===== src/rtl/muldiv_unit_if.sv =====
// Request/response bundle between the core's muldiv port and the shared
// RV32M multiply/divide unit.
interface muldiv_unit_if #(
   parameter int XLEN       = 32,
   parameter int HART_ID_W  = 1,
   parameter int REG_ADDR_W = 5
);
   logic                  muldiv_start;
   logic [2:0]            muldiv_op;
   logic [XLEN-1:0]       muldiv_a;
   logic [XLEN-1:0]       muldiv_b;
   logic [HART_ID_W-1:0]  muldiv_hart_id;
   logic [REG_ADDR_W-1:0] muldiv_rd;
   logic                  muldiv_busy;
   logic                  muldiv_done;
   logic [XLEN-1:0]       muldiv_result;
   logic [HART_ID_W-1:0]  muldiv_done_hart_id;
   logic [REG_ADDR_W-1:0] muldiv_done_rd;

   modport master (
      output muldiv_start, muldiv_op, muldiv_a, muldiv_b, muldiv_hart_id, muldiv_rd,
      input  muldiv_busy, muldiv_done, muldiv_result, muldiv_done_hart_id, muldiv_done_rd
   );

   modport slave (
      input  muldiv_start, muldiv_op, muldiv_a, muldiv_b, muldiv_hart_id, muldiv_rd,
      output muldiv_busy, muldiv_done, muldiv_result, muldiv_done_hart_id, muldiv_done_rd
   );
endinterface


===== src/rtl/muldiv_unit.sv =====
// Shared iterative RV32M multiply/divide unit: shift-add multiply and restoring
// divide on operand magnitudes, one bit per cycle, sign fix-up at completion.
module muldiv_unit #(
   parameter int XLEN       = 32,
   parameter int HART_ID_W  = 1,
   parameter int REG_ADDR_W = 5
) (
   input logic         clk,
   input logic         rst,
   muldiv_unit_if.slave md
);
   localparam int CW = $clog2(XLEN + 1);
   localparam logic [XLEN-1:0] SMIN = {1'b1, {(XLEN-1){1'b0}}};

   typedef enum logic [1:0] {S_IDLE, S_CALC, S_DONE} state_t;

   state_t                state_q, state_d;
   logic [CW-1:0]         cnt_q, cnt_d;
   logic [2:0]            op_q, op_d;
   logic [2*XLEN-1:0]     acc_q, acc_d;
   logic [XLEN-1:0]       opnd_q, opnd_d;
   logic [XLEN-1:0]       a_q, a_d;
   logic                  neg_q, neg_d;
   logic                  div0_q, div0_d;
   logic                  ovf_q, ovf_d;
   logic [HART_ID_W-1:0]  hart_q, hart_d, done_hart_q, done_hart_d;
   logic [REG_ADDR_W-1:0] rd_q, rd_d, done_rd_q, done_rd_d;
   logic [XLEN-1:0]       res_q, res_d;

   logic                  sgn_a, sgn_b;
   logic [XLEN-1:0]       mag_a, mag_b;
   logic [XLEN:0]         mul_sum, div_trial;
   logic [2*XLEN-1:0]     prod;
   logic [XLEN-1:0]       quo_raw, rem_raw, quo, rem;

   // Effective operand signs for the request currently presented on the port.
   assign sgn_a = md.muldiv_a[XLEN-1] & (md.muldiv_op == 3'd1 || md.muldiv_op == 3'd2 ||
                                         md.muldiv_op == 3'd4 || md.muldiv_op == 3'd6);
   assign sgn_b = md.muldiv_b[XLEN-1] & (md.muldiv_op == 3'd1 || md.muldiv_op == 3'd4 ||
                                         md.muldiv_op == 3'd6);
   assign mag_a = sgn_a ? -md.muldiv_a : md.muldiv_a;
   assign mag_b = sgn_b ? -md.muldiv_b : md.muldiv_b;

   // Multiply: acc = {partial, multiplier}; divide: acc = {remainder, dividend/quotient}.
   assign mul_sum   = {1'b0, acc_q[2*XLEN-1:XLEN]} + {1'b0, opnd_q};
   assign div_trial = acc_q[2*XLEN-1:XLEN-1] - {1'b0, opnd_q};

   assign prod    = neg_q ? -acc_q : acc_q;
   assign quo_raw = acc_q[XLEN-1:0];
   assign rem_raw = acc_q[2*XLEN-1:XLEN];
   assign quo     = neg_q ? -quo_raw : quo_raw;
   assign rem     = neg_q ? -rem_raw : rem_raw;

   always_comb begin
      state_d     = state_q;
      cnt_d       = cnt_q;
      op_d        = op_q;
      acc_d       = acc_q;
      opnd_d      = opnd_q;
      a_d         = a_q;
      neg_d       = neg_q;
      div0_d      = div0_q;
      ovf_d       = ovf_q;
      hart_d      = hart_q;
      rd_d        = rd_q;
      done_hart_d = done_hart_q;
      done_rd_d   = done_rd_q;
      res_d       = res_q;

      unique case (state_q)
         S_IDLE: begin
            if (md.muldiv_start) begin
               state_d = S_CALC;
               cnt_d   = '0;
               op_d    = md.muldiv_op;
               hart_d  = md.muldiv_hart_id;
               rd_d    = md.muldiv_rd;
               a_d     = md.muldiv_a;
               div0_d  = (md.muldiv_b == '0);
               ovf_d   = (md.muldiv_a == SMIN) && (md.muldiv_b == '1) &&
                         (md.muldiv_op == 3'd4 || md.muldiv_op == 3'd6);
               neg_d   = (md.muldiv_op == 3'd6) ? sgn_a : (sgn_a ^ sgn_b);
               if (md.muldiv_op[2]) begin
                  acc_d  = {{XLEN{1'b0}}, mag_a};
                  opnd_d = mag_b;
               end else begin
                  acc_d  = {{XLEN{1'b0}}, mag_b};
                  opnd_d = mag_a;
               end
            end
         end
         S_CALC: begin
            if (cnt_q == CW'(XLEN)) begin
               state_d     = S_DONE;
               done_hart_d = hart_q;
               done_rd_d   = rd_q;
               unique case (op_q)
                  3'd0:                res_d = prod[XLEN-1:0];
                  3'd1, 3'd2, 3'd3:    res_d = prod[2*XLEN-1:XLEN];
                  3'd4, 3'd5:          res_d = div0_q ? '1 : (ovf_q ? SMIN : quo);
                  default:             res_d = div0_q ? a_q : (ovf_q ? '0 : rem);
               endcase
            end else begin
               cnt_d = cnt_q + 1'b1;
               if (op_q[2]) begin
                  acc_d = div_trial[XLEN] ? {acc_q[2*XLEN-2:0], 1'b0}
                                          : {div_trial[XLEN-1:0], acc_q[XLEN-2:0], 1'b1};
               end else begin
                  acc_d = acc_q[0] ? {mul_sum, acc_q[XLEN-1:1]}
                                   : {1'b0, acc_q[2*XLEN-1:1]};
               end
            end
         end
         S_DONE: state_d = S_IDLE;
         default: state_d = S_IDLE;
      endcase
   end

   always_ff @(posedge clk or posedge rst) begin
      if (rst) begin
         state_q     <= S_IDLE;
         cnt_q       <= '0;
         op_q        <= '0;
         acc_q       <= '0;
         opnd_q      <= '0;
         a_q         <= '0;
         neg_q       <= 1'b0;
         div0_q      <= 1'b0;
         ovf_q       <= 1'b0;
         hart_q      <= '0;
         rd_q        <= '0;
         done_hart_q <= '0;
         done_rd_q   <= '0;
         res_q       <= '0;
      end else begin
         state_q     <= state_d;
         cnt_q       <= cnt_d;
         op_q        <= op_d;
         acc_q       <= acc_d;
         opnd_q      <= opnd_d;
         a_q         <= a_d;
         neg_q       <= neg_d;
         div0_q      <= div0_d;
         ovf_q       <= ovf_d;
         hart_q      <= hart_d;
         rd_q        <= rd_d;
         done_hart_q <= done_hart_d;
         done_rd_q   <= done_rd_d;
         res_q       <= res_d;
      end
   end

   assign md.muldiv_busy         = (state_q != S_IDLE);
   assign md.muldiv_done         = (state_q == S_DONE);
   assign md.muldiv_result       = res_q;
   assign md.muldiv_done_hart_id = done_hart_q;
   assign md.muldiv_done_rd      = done_rd_q;
endmodule

===== src/flat_wrapper.sv =====
// flat-port wrapper written by rule: the top's interface ports become plain ports
module muldiv_unit_flat 
#(
   parameter int XLEN       = 32,
   parameter int HART_ID_W  = 1,
   parameter int REG_ADDR_W = 5
)
  (clk, rst, md_muldiv_start, md_muldiv_op, md_muldiv_a, md_muldiv_b, md_muldiv_hart_id, md_muldiv_rd, md_muldiv_busy, md_muldiv_done, md_muldiv_result, md_muldiv_done_hart_id, md_muldiv_done_rd);
  muldiv_unit_if #(.XLEN(XLEN), .HART_ID_W(HART_ID_W), .REG_ADDR_W(REG_ADDR_W)) md_i ();
  input logic clk;
  input logic rst;
  input wire logic [$bits(md_i.muldiv_start)-1:0] md_muldiv_start;
  input wire logic [$bits(md_i.muldiv_op)-1:0] md_muldiv_op;
  input wire logic [$bits(md_i.muldiv_a)-1:0] md_muldiv_a;
  input wire logic [$bits(md_i.muldiv_b)-1:0] md_muldiv_b;
  input wire logic [$bits(md_i.muldiv_hart_id)-1:0] md_muldiv_hart_id;
  input wire logic [$bits(md_i.muldiv_rd)-1:0] md_muldiv_rd;
  output wire logic [$bits(md_i.muldiv_busy)-1:0] md_muldiv_busy;
  output wire logic [$bits(md_i.muldiv_done)-1:0] md_muldiv_done;
  output wire logic [$bits(md_i.muldiv_result)-1:0] md_muldiv_result;
  output wire logic [$bits(md_i.muldiv_done_hart_id)-1:0] md_muldiv_done_hart_id;
  output wire logic [$bits(md_i.muldiv_done_rd)-1:0] md_muldiv_done_rd;
  assign md_i.muldiv_start = md_muldiv_start;
  assign md_i.muldiv_op = md_muldiv_op;
  assign md_i.muldiv_a = md_muldiv_a;
  assign md_i.muldiv_b = md_muldiv_b;
  assign md_i.muldiv_hart_id = md_muldiv_hart_id;
  assign md_i.muldiv_rd = md_muldiv_rd;
  assign md_muldiv_busy = md_i.muldiv_busy;
  assign md_muldiv_done = md_i.muldiv_done;
  assign md_muldiv_result = md_i.muldiv_result;
  assign md_muldiv_done_hart_id = md_i.muldiv_done_hart_id;
  assign md_muldiv_done_rd = md_i.muldiv_done_rd;
  muldiv_unit #(.XLEN(XLEN), .HART_ID_W(HART_ID_W), .REG_ADDR_W(REG_ADDR_W)) u_core (.clk(clk), .rst(rst), .md(md_i));
endmodule

===== config.mk =====
export PLATFORM = sky130hd
export DESIGN_NAME = muldiv_unit_flat
export DESIGN_NICKNAME = d
export VERILOG_FILES = /design/src/rtl/muldiv_unit_if.sv /design/src/rtl/muldiv_unit.sv /design/src/flat_wrapper.sv
export SDC_FILE = /design/constraint.sdc
export NUM_CORES = 1
export LEC_CHECK = 0
export CAP_MARGIN = 5
export CORE_MARGIN = 3
export CORE_UTILIZATION = 50
export CTS_CLUSTER_DIAMETER = 50
export DETAILED_ROUTE_END_ITERATION = 16
export DONT_BUFFER_PORTS = 1
export PLACE_DENSITY = 0.71
export SETUP_SLACK_MARGIN = 0.5
export SYNTH_ARGS = -nofsm -noshare
export SYNTH_HDL_FRONTEND = slang
export SYNTH_SLANG_ARGS = --single-unit

===== constraint.sdc =====
create_clock -name clk -period 12.55 [get_ports clk]
set_input_delay 2.51 -clock clk [delete_from_list [all_inputs] [get_ports clk]]
set_output_delay 2.51 -clock clk [all_outputs]
set_load 0.005 [all_outputs]

# Word level (Yosys, flattened, before mapping)
# Index checks and enable logic that the tools add are counted.
[totals] reg_bits=186 in_bits=76
[op_classes] n_eq_ne=17 addsub=8 reduce_logical=19 bitwise_logic=3 muxes=25
[op_table] op="$mux 64" n=6
[op_table] op="$mux 32" n=10
[op_table] op="$neg 32->32" n=4
[op_table] op="$pmux 64 s2" n=1
[op_table] op="$pmux 32 s3" n=1
[op_table] op="$eq 32x32->1 const B" n=2
[op_table] op="$neg 64->64" n=1
[op_table] op="$add 32x32->33" n=1
[op_table] op="$sub 33x32->33" n=1
[op_table] op="$logic_not 32->1" n=1
[op_table] op="$eq 3x3->1 const B" n=4
[op_table] op="$mux 6" n=2
[op_table] op="$pmux 6 s2" n=1
[op_table] op="$eq 3x2->1 const B" n=3
[op_table] op="$add 6x1->6 const B" n=1
[op_table] op="$eq 3x1->1 const B" n=2
[op_table] op="$eq 6x6->1 const B" n=1
[op_table] op="$logic_or 1x1->1" n=6
[op_table] op="$reduce_and 2->1" n=3
[op_table] op="$mux 2" n=2
[op_table] op="$ne 2x2->1 const B" n=2
[op_table] op="$pmux 2 s2" n=1
[op_table] op="$reduce_bool 2->1" n=2
[op_table] op="$logic_not 3->1" n=1
[op_table] op="11 further kinds" n=13

# Logic depth before layout (Yosys ltp)
# Gate-level depths: netlist of run 1.
[logic_depth] depth_word=9 depth_mapped=14

# Worst setup path after synthesis of run 1
# No wires, ideal clock.
[synth_timing] path_type="input-to-reg" startpoint="input md_muldiv_b[0]" endpoint="register u_core.acc_q[16]" path_buffers=0 slack_ns=7.910 cell_stages=10 arrival_ns=4.504 cell_sequence="inv_1 > ha_1 > or3b_2 > nor3_1 > nand2_1 > o41ai_1 > xor2_1 > nand2_1 > a31oi_1 > a21oi_1"
[synth_via] elab_chain_len=5
[synth_rtl] item="start, declared" line="flat_wrapper.sv:15" text="input wire logic [$bits(md_i.muldiv_b)-1:0] md_muldiv_b;"
[synth_rtl] item="$neg 32->32" line="muldiv_unit.sv:42" text="assign mag_b = sgn_b ? -md.muldiv_b : md.muldiv_b;"
[synth_rtl] item="$mux 32" line="muldiv_unit.sv:42"
[synth_rtl] item="$mux 32" line="muldiv_unit.sv:83" text="if (md.muldiv_op[2]) begin"
[synth_rtl] item="$mux 64" line="muldiv_unit.sv:72" text="if (md.muldiv_start) begin"
[synth_rtl] item="$pmux 64 s2" line="muldiv_unit.sv:70" text="unique case (state_q)"
[synth_rtl] item="end signal, assigned" line="muldiv_unit.sv:124" text="acc_q <= '0;"
[synth_rtl] item="end signal, assigned" line="muldiv_unit.sv:139" text="acc_q <= acc_d;"
[synth_rtl] item="end, declared" line="muldiv_unit.sv:20" text="logic [2*XLEN-1:0] acc_q, acc_d;"
# No other way between the ends. The select of a mux whose other input is x is not followed.
# A chain may end at the register's enable or synchronous reset.

# Final worst setup path of run 1
[layout_timing] startpoint="register u_core.acc_q[32]" endpoint="register u_core.acc_q[63]"
[layout_via] elab_chain_len=5 elab_cells_between_ends=7
[layout_rtl] item="$sub 33x32->33 / $add 32x32->33 (equally long branches)" line="muldiv_unit.sv:46, muldiv_unit.sv:45"
[layout_rtl] item="$mux 64, on equally long branches" line="muldiv_unit.sv:106, muldiv_unit.sv:109"
[layout_rtl] item="$mux 64 *" line="muldiv_unit.sv:105" text="if (op_q[2]) begin"
[layout_rtl] item="$mux 64 *" line="muldiv_unit.sv:93" text="if (cnt_q == CW'(XLEN)) begin"
[layout_rtl] item="$pmux 64 s2 *" line="muldiv_unit.sv:70"
# Mark *: on every way between the ends. The rest lies on a longest branch, timed or not. The select of a mux whose other input is x is not followed.

==> impl_metrics.py, run 1 <==
metrics = {
    "run_status": {
        "status": "finished clean",
    },
    "detailed_routing": {
        "wl_per_cell_um": 24.99,
        "wirelength_um": 62750,
        "first_iter_violations": 2569,
        "final_antenna_net_count": 0,
        "vias": 16840,
        "routed_via_density": 6.708,
        "dr.pass1.iters": 6,
        "remaining_drc_errors": 0,
    },
    "clock_tree": {
        "htree_levels": 4,
        "post_cts_buffers": 0,
        "clkSinkCount": 186,
        "clock-root-buffer": "clkbuf_16",
        "clock_path_buffers": 2,
        "cts.hold.buffers_added": 0,
        "cts_made_buffers": 17,
        "clk_latency_ns": 0.46,
        "cts_resized": 0,
        "cts_tree": "yes",
        "clk_pin_slew_worst_paths_ns": 0.08,
    },
    "power_and_ir_drop": {
        "p_comb_share_pct": 64.7,
        "cellLeakagePower_nw": 7.192,
        "p_switching_mw": 3.101,
        "powerDensity_nw_per_um2": 333.1,
        "p_clk_share_pct": 9.8,
        "p_int_mw": 2.685,
        "swShare_pct": 53.60,
        "power_frac_seq_pct": 25.5,
        "ir_drop_uv": 181.5,
    },
    "timing": {
        "max_clock_freq_ghz": 0.2040,
        "maxSlewViolCount": 0,
        "slew_headroom_pct": 18.43,
        "grt_setup_unrepaired": "false",
        "finalSetupViolations": 0,
        "hold_viol": 0,
        "period_share_pct": 39.05,
        "tightest_slew_ns": 1.219,
        "fin_skew_ns": 0.01430,
        "setup_tns_ns": 0,
        "period_minus_slack_ns": 4.901,
    },
    "critical_path": {
        "worstPathMaxFanout": 31,
        "crit_type": "reg2reg",
        "cp.arrival_ns": 5.26,
        "cp.required_ns": 12.90,
        "end_kind": "flop",
        "worstSetupStartpointType": "flop",
    },
    "synth": {
        "syn-num-nets": 2316,
        "synth-edff-count": 0,
        "netlist_area_um2": 16610,
        "synth_flop_cell": "dfrtp_1",
        "ys_types": 82,
        "yosysWarningCount": 0,
        "syn_avg_cell_area_um2": 7.666,
        "synth_seq_cells": 186,
        "ys_async_sr_fraction_pct": 100.0,
        "synth_seq_area_share_pct": 28.02,
        "synthCells": 2167,
    },
    "global_routing": {
        "grt_pass1_vias": 15570,
        "grt_pass1_wl_um": 95400,
        "antenna_found_initial": 0,
        "grt_usage_pct": 34.80,
        "grt_overflow": 0,
        "grt_start_max_net_pins": 135,
    },
    "floorplanning": {
        "ios": 116,
        "die-area_um2": 35450,
        "die_h_um": 188.3,
        "initial_core_util_pct": 50.93,
        "coreArea_um2": 32620,
        "num_rows": 66,
        "die_x_um": 188.3,
    },
    "placed_design": {
        "gp_congestion": 1.017,
        "io_buffers": 0,
        "place_hpwl_um": 46390,
        "place_inst": 2479,
        "post_dp_cell_area_um2": 16770,
    },
    "finish": {
        "diodes": 0,
        "finalNonFillerCells": 2511,
        "nNetsFinal": 2205,
        "syn2layout_area_growth_pct": 4.572,
        "drive_gt1_share_pct": 5.413,
        "fillers": 3122,
        "final_cell_area_um2": 17370,
    },
    "min_path": {
        "hold_class": "reg2reg",
    },
    "flow_run": {
        "maxCapViolations": 0,
    },
}
-- flip-flops by register name, summed over array words and instances, names as in the netlist --
register / cells
u_core.a_q: 32
u_core.acc_q: 64
u_core.cnt_q: 6
u_core.div0_q: 1
u_core.hart_q: 1
u_core.md.muldiv_done_hart_id: 1
u_core.md.muldiv_done_rd: 5
u_core.md.muldiv_result: 32
u_core.neg_q: 1
u_core.op_q: 3
u_core.opnd_q: 32
u_core.ovf_q: 1
u_core.rd_q: 5
u_core.state_q: 2
-- worst max-delay path, cell delays in order, from the launching register on --
cell	delay, ns
dfrtp_1	0.65
inv_1	0.19
fa_1	0.47
nor2b_1	0.18
o31a_1	0.20
o21ai_1	0.17
o21ai_1	0.44
a31o_2	0.28
or3_1	0.72
and2_2	0.89
a311oi_1	0.25
o32ai_1	0.35
-- layer usage --
metal / vias to the layer above / GRT usage (%) / wire [µm]
li1: 7571 / - / -
met1: 8073 / 48.40 / 25790
met2: 1030 / 51.57 / 26790
met3: 170 / 8.298 / 7001
met4: 0 / 15.35 / 3162
met5: - / 0 / 0
-- stage by stage --
step / hold slack (ns) / power (mW) / utilization [%] / worst slack (ns)
final: 0.4710 / 5.786 / 53.26 / 7.649
after global routing: 0.5042 / 6.176 / 53.26 / 7.396
after CTS: 0.4746 / 5.659 / 53.26 / 7.766
after detailed placement: 0.4566 / 5.082 / 51.42 / 7.499
after global placement: 0.4470 / 5.023 / 51.42 / 7.540
after floorplan: 0.4369 / 4.027 / - / 4.983
-- synth_stat cells (15+ instances only) --
library cell | n | area, µm²
nand3_1 | 42 | 210.2
o211ai_1 | 18 | 135.1
a211oi_1 | 32 | 240.2
o31ai_1 | 39 | 292.8
clkbuf_1 | 132 | 495.5
nor2b_1 | 20 | 125.1
nor4_1 | 18 | 112.6
ha_1 | 71 | 888.4
a21o_1 | 27 | 202.7
nand2_1 | 334 | 1254
nand4_1 | 27 | 168.9
o21ai_0 | 158 | 790.8
or3_1 | 17 | 106.4
a31oi_1 | 27 | 168.9
o41ai_1 | 19 | 166.4
xor2_1 | 67 | 586.8
a221oi_1 | 44 | 385.4
buf_1 | 15 | 56.30
inv_1 | 71 | 266.5
nor3_1 | 47 | 235.2
nand2b_1 | 15 | 93.84
xnor2_1 | 132 | 1156
dfrtp_1 | 186 | 4654
mux2i_1 | 62 | 620.6
nor2_1 | 176 | 660.6
a21oi_1 | 171 | 855.8
-- final cells by class --
class                           count  area (µm²)  area share [%]
Multi-Input combinational cell   1755       11110           63.95
Tap cell                          442       553.0           3.184
Sequential cell                   186        4657           26.81
Clock inverter                     12       131.4          0.7563
Inverter                           73       281.5           1.621
Clock buffer                       20       466.7           2.687
Timing Repair Buffer               23       172.7          0.9939
-- power by group through the flow --
stage | registers (mW) | clock network (mW) | logic [mW]
final | 1.48 | 0.567 | 3.74
after global routing | 1.48 | 0.593 | 4.10
after CTS | 1.44 | 0.570 | 3.65
after detailed placement | 1.45 | 0 | 3.63
after global placement | 1.44 | 0 | 3.58
after floorplan | 1.10 | 0 | 2.93
-- logic make-up (layout without fill, tap and decap cells) --
| logic type | count (synthesis) | count (layout) | share of synthesized area (%) |
|---|---|---|---|
| compound gates | 651 | 651 | 25.48 |
| fa+ha+maj | 73 | 73 | 5.589 |
| buf+inv | 226 | 128 | 5.227 |
| flops | 186 | 186 | 28.02 |
| xor+xnor | 199 | 199 | 10.49 |
| simple gates | 759 | 759 | 20.71 |
| mux | 73 | 73 | 4.481 |
-- final timing paths --
check / from / to / slack, ns / cells after the start
hold reg to reg: u_core.rd_q[3] / u_core.md.muldiv_done_rd[3] / 0.47 / 2
min in group asynchronous: rst / u_core.a_q[18] / 2.03 / 1
setup reg to reg: u_core.acc_q[32] / u_core.acc_q[63] / 7.65 / 11
hold / removal: u_core.rd_q[3] / u_core.md.muldiv_done_rd[3] / 0.47 / 2
max in group asynchronous: rst / u_core.op_q[2] / 8.92 / 2
setup / recovery: u_core.acc_q[32] / u_core.acc_q[63] / 7.65 / 11
-- cells in the final DEF, fill, tap and decap left out, types with 47 or more instances in the layout --
cell	count
a21oi_1	171
dfrtp_1	184
ha_1	71
inv_1	70
mux2i_1	62
nand2_1	333
nor2_1	174
nor3_1	47
o21ai_0	157
xnor2_1	132
xor2_1	67
Note: power is estimated with default switching activity, not from simulation.
==> run 2: changes to the inputs <==
- clock period: 12.55 -> 4.6 ns (I/O delays scaled with it)
==> impl_metrics.py, run 2 (synthesis results as in run 1) <==
metrics = {
    "finish": {
        "nNetsFinal": 2223,
        "final_common_cell": "nand2_1",
        "final_cell_area_um2": 17500,
        "largest-register": "u_core.acc_q",
        "final_cell_mix": "nand2_1 (333), dfrtp_1 (184), nor2_1 (174)",
        "final_util_pct": 53.64,
        "largest_reg_flops": 64,
        "syn2layout_area_growth_pct": 5.317,
        "drive_gt1_share_pct": 6.133,
    },
    "detailed_routing": {
        "routed_via_density": 6.651,
        "dr.pass1.iters": 8,
        "first_iter_violations": 2479,
        "remaining_drc_errors": 0,
        "final_antenna_net_count": 0,
        "vias": 16830,
        "wl_per_cell_um": 24.84,
        "wirelength_um": 62850,
    },
    "global_routing": {
        "grt_pass1_vias": 15410,
        "grt_overflow": 0,
        "grt_start_max_net_pins": 124,
        "antenna_found_initial": 0,
        "grt_pass1_wl_um": 94620,
        "grt_usage_pct": 34.77,
    },
    "floorplanning": {
        "initial_core_util_pct": 50.93,
        "die_x_um": 188.3,
        "ios": 116,
        "coreArea_um2": 32620,
        "num_rows": 66,
        "die_h_um": 188.3,
        "die-area_um2": 35450,
    },
    "clock_tree": {
        "clk_pin_slew_worst_paths_ns": 0.08,
        "post_cts_buffers": 0,
        "cts_made_buffers": 17,
        "clkSinkCount": 186,
        "cts.hold.buffers_added": 0,
        "clk_latency_ns": 0.46,
        "clock_path_buffers": 2,
        "cts_tree": "yes",
        "cts_resized": 0,
        "htree_levels": 4,
        "clock-root-buffer": "clkbuf_16",
    },
    "critical_path": {
        "cp.arrival_ns": 4.20,
        "worst_path_largest_cell_delay_ns": 0.60,
        "worstSetupStartpointType": "flop",
        "cpMaxStageDelayCell": "dfrtp_1",
        "worstPathMaxFanout": 10,
        "cp.required_ns": 4.95,
        "cpMostUsedCell": "a211o_1",
        "crit_type": "reg2reg",
        "end_kind": "flop",
        "crit_chain": "ha_1, inv_1, fa_1, nor2b_1, o31ai_1, a211o_1, a211o_1, a21oi_1, a311o_1, a22oi_1, nor4b_1, o32ai_1",
    },
    "timing": {
        "period_minus_slack_ns": 3.848,
        "grt_setup_unrepaired": "false",
        "worst_slack_ns": 0.7521,
        "maxSlewViolCount": 0,
        "hold_viol": 0,
        "setup_tns_ns": 0,
        "fin_hold_ws_ns": 0.4654,
        "period_share_pct": 83.65,
        "max_clock_freq_ghz": 0.2599,
        "tightest_slew_ns": 1.044,
        "slew_headroom_pct": 30.30,
        "finalSetupViolations": 0,
        "fin_skew_ns": 0.01040,
    },
    "min_path": {
        "hold_class": "reg2reg",
    },
    "placed_design": {
        "pre_cts_slack_ns": 0.8703,
        "post_dp_cell_area_um2": 16920,
        "io_buffers": 0,
        "place_hpwl_um": 47400,
        "gp_congestion": 1.010,
    },
    "power_and_ir_drop": {
        "powerDensity_nw_per_um2": 907.0,
        "ir_drop_uv": 390.9,
        "cellLeakagePower_nw": 7.259,
    },
    "run_status": {
        "status": "finished clean",
    },
    "flow_run": {
        "maxCapViolations": 0,
    },
}
-- run 2: changes by cell type in the layout (fill, tap and decap cells not counted), sizes merged --
cell      previous run  this run
clkinvlp             2         5
buf                 23        41
clkinv               4         2
diode                0         1
clkbuf              20        19
-- run 2: worst max-delay path, delay by kind of cell (launching register included) --
kind	cells	cell delay (ns)
compound gates	7	1.98
fa+ha+maj	2	0.68
buf+inv	1	0.07
flops	1	0.60
simple gates	2	0.40
-- run 2: report_power, final --
part / total [mW] / switching (mW) / leakage (nW) / internal [mW]
clock network: 1.51 / 0.734 / 0.272 / 0.777
logic: 10.6 / 6.42 / 4.69 / 4.18
registers: 3.76 / 1.30 / 2.30 / 2.46
-- run 2: cell type report --
cell class                      count  area, µm²
Inverter                           73      277.8
Fill cell                        3139      15120
Multi-Input combinational cell   1755      11110
Antenna cell                        1      2.502
Tap cell                          442      553.0
Sequential cell                   186       4657
Clock buffer                       19      442.9
Clock inverter                     13      133.9
Timing Repair Buffer               41      320.3
-- run 2: worst paths after layout --
path / startpoint / endpoint / slack (ns) / cells after the start
hold / removal: u_core.rd_q[3] / u_core.md.muldiv_done_rd[3] / 0.47 / 2
hold reg to reg: u_core.rd_q[3] / u_core.md.muldiv_done_rd[3] / 0.47 / 2
max in group asynchronous: rst / u_core.opnd_q[11] / 3.35 / 2
setup / recovery: u_core.acc_q[32] / u_core.acc_q[63] / 0.75 / 12
min in group asynchronous: rst / u_core.md.muldiv_result[14] / 0.49 / 2
setup reg to reg: u_core.acc_q[32] / u_core.acc_q[63] / 0.75 / 12
-- run 2: layer usage --
layer,share of wire [%],GRT usage [%]
met1,41,48.83
met2,43,51.95
met3,11,8.316
met4,4.2,13.28
met5,0,0
-- run 2: per-stage QoR --
stage          cells  power [mW]
2_1_floorplan   2167       10.99
3_3_place_gp    2497       13.83
3_5_place_dp    2497       13.95
4_1_cts         2529       15.52
5_1_grt         2529       16.95
6_report        2530       15.87
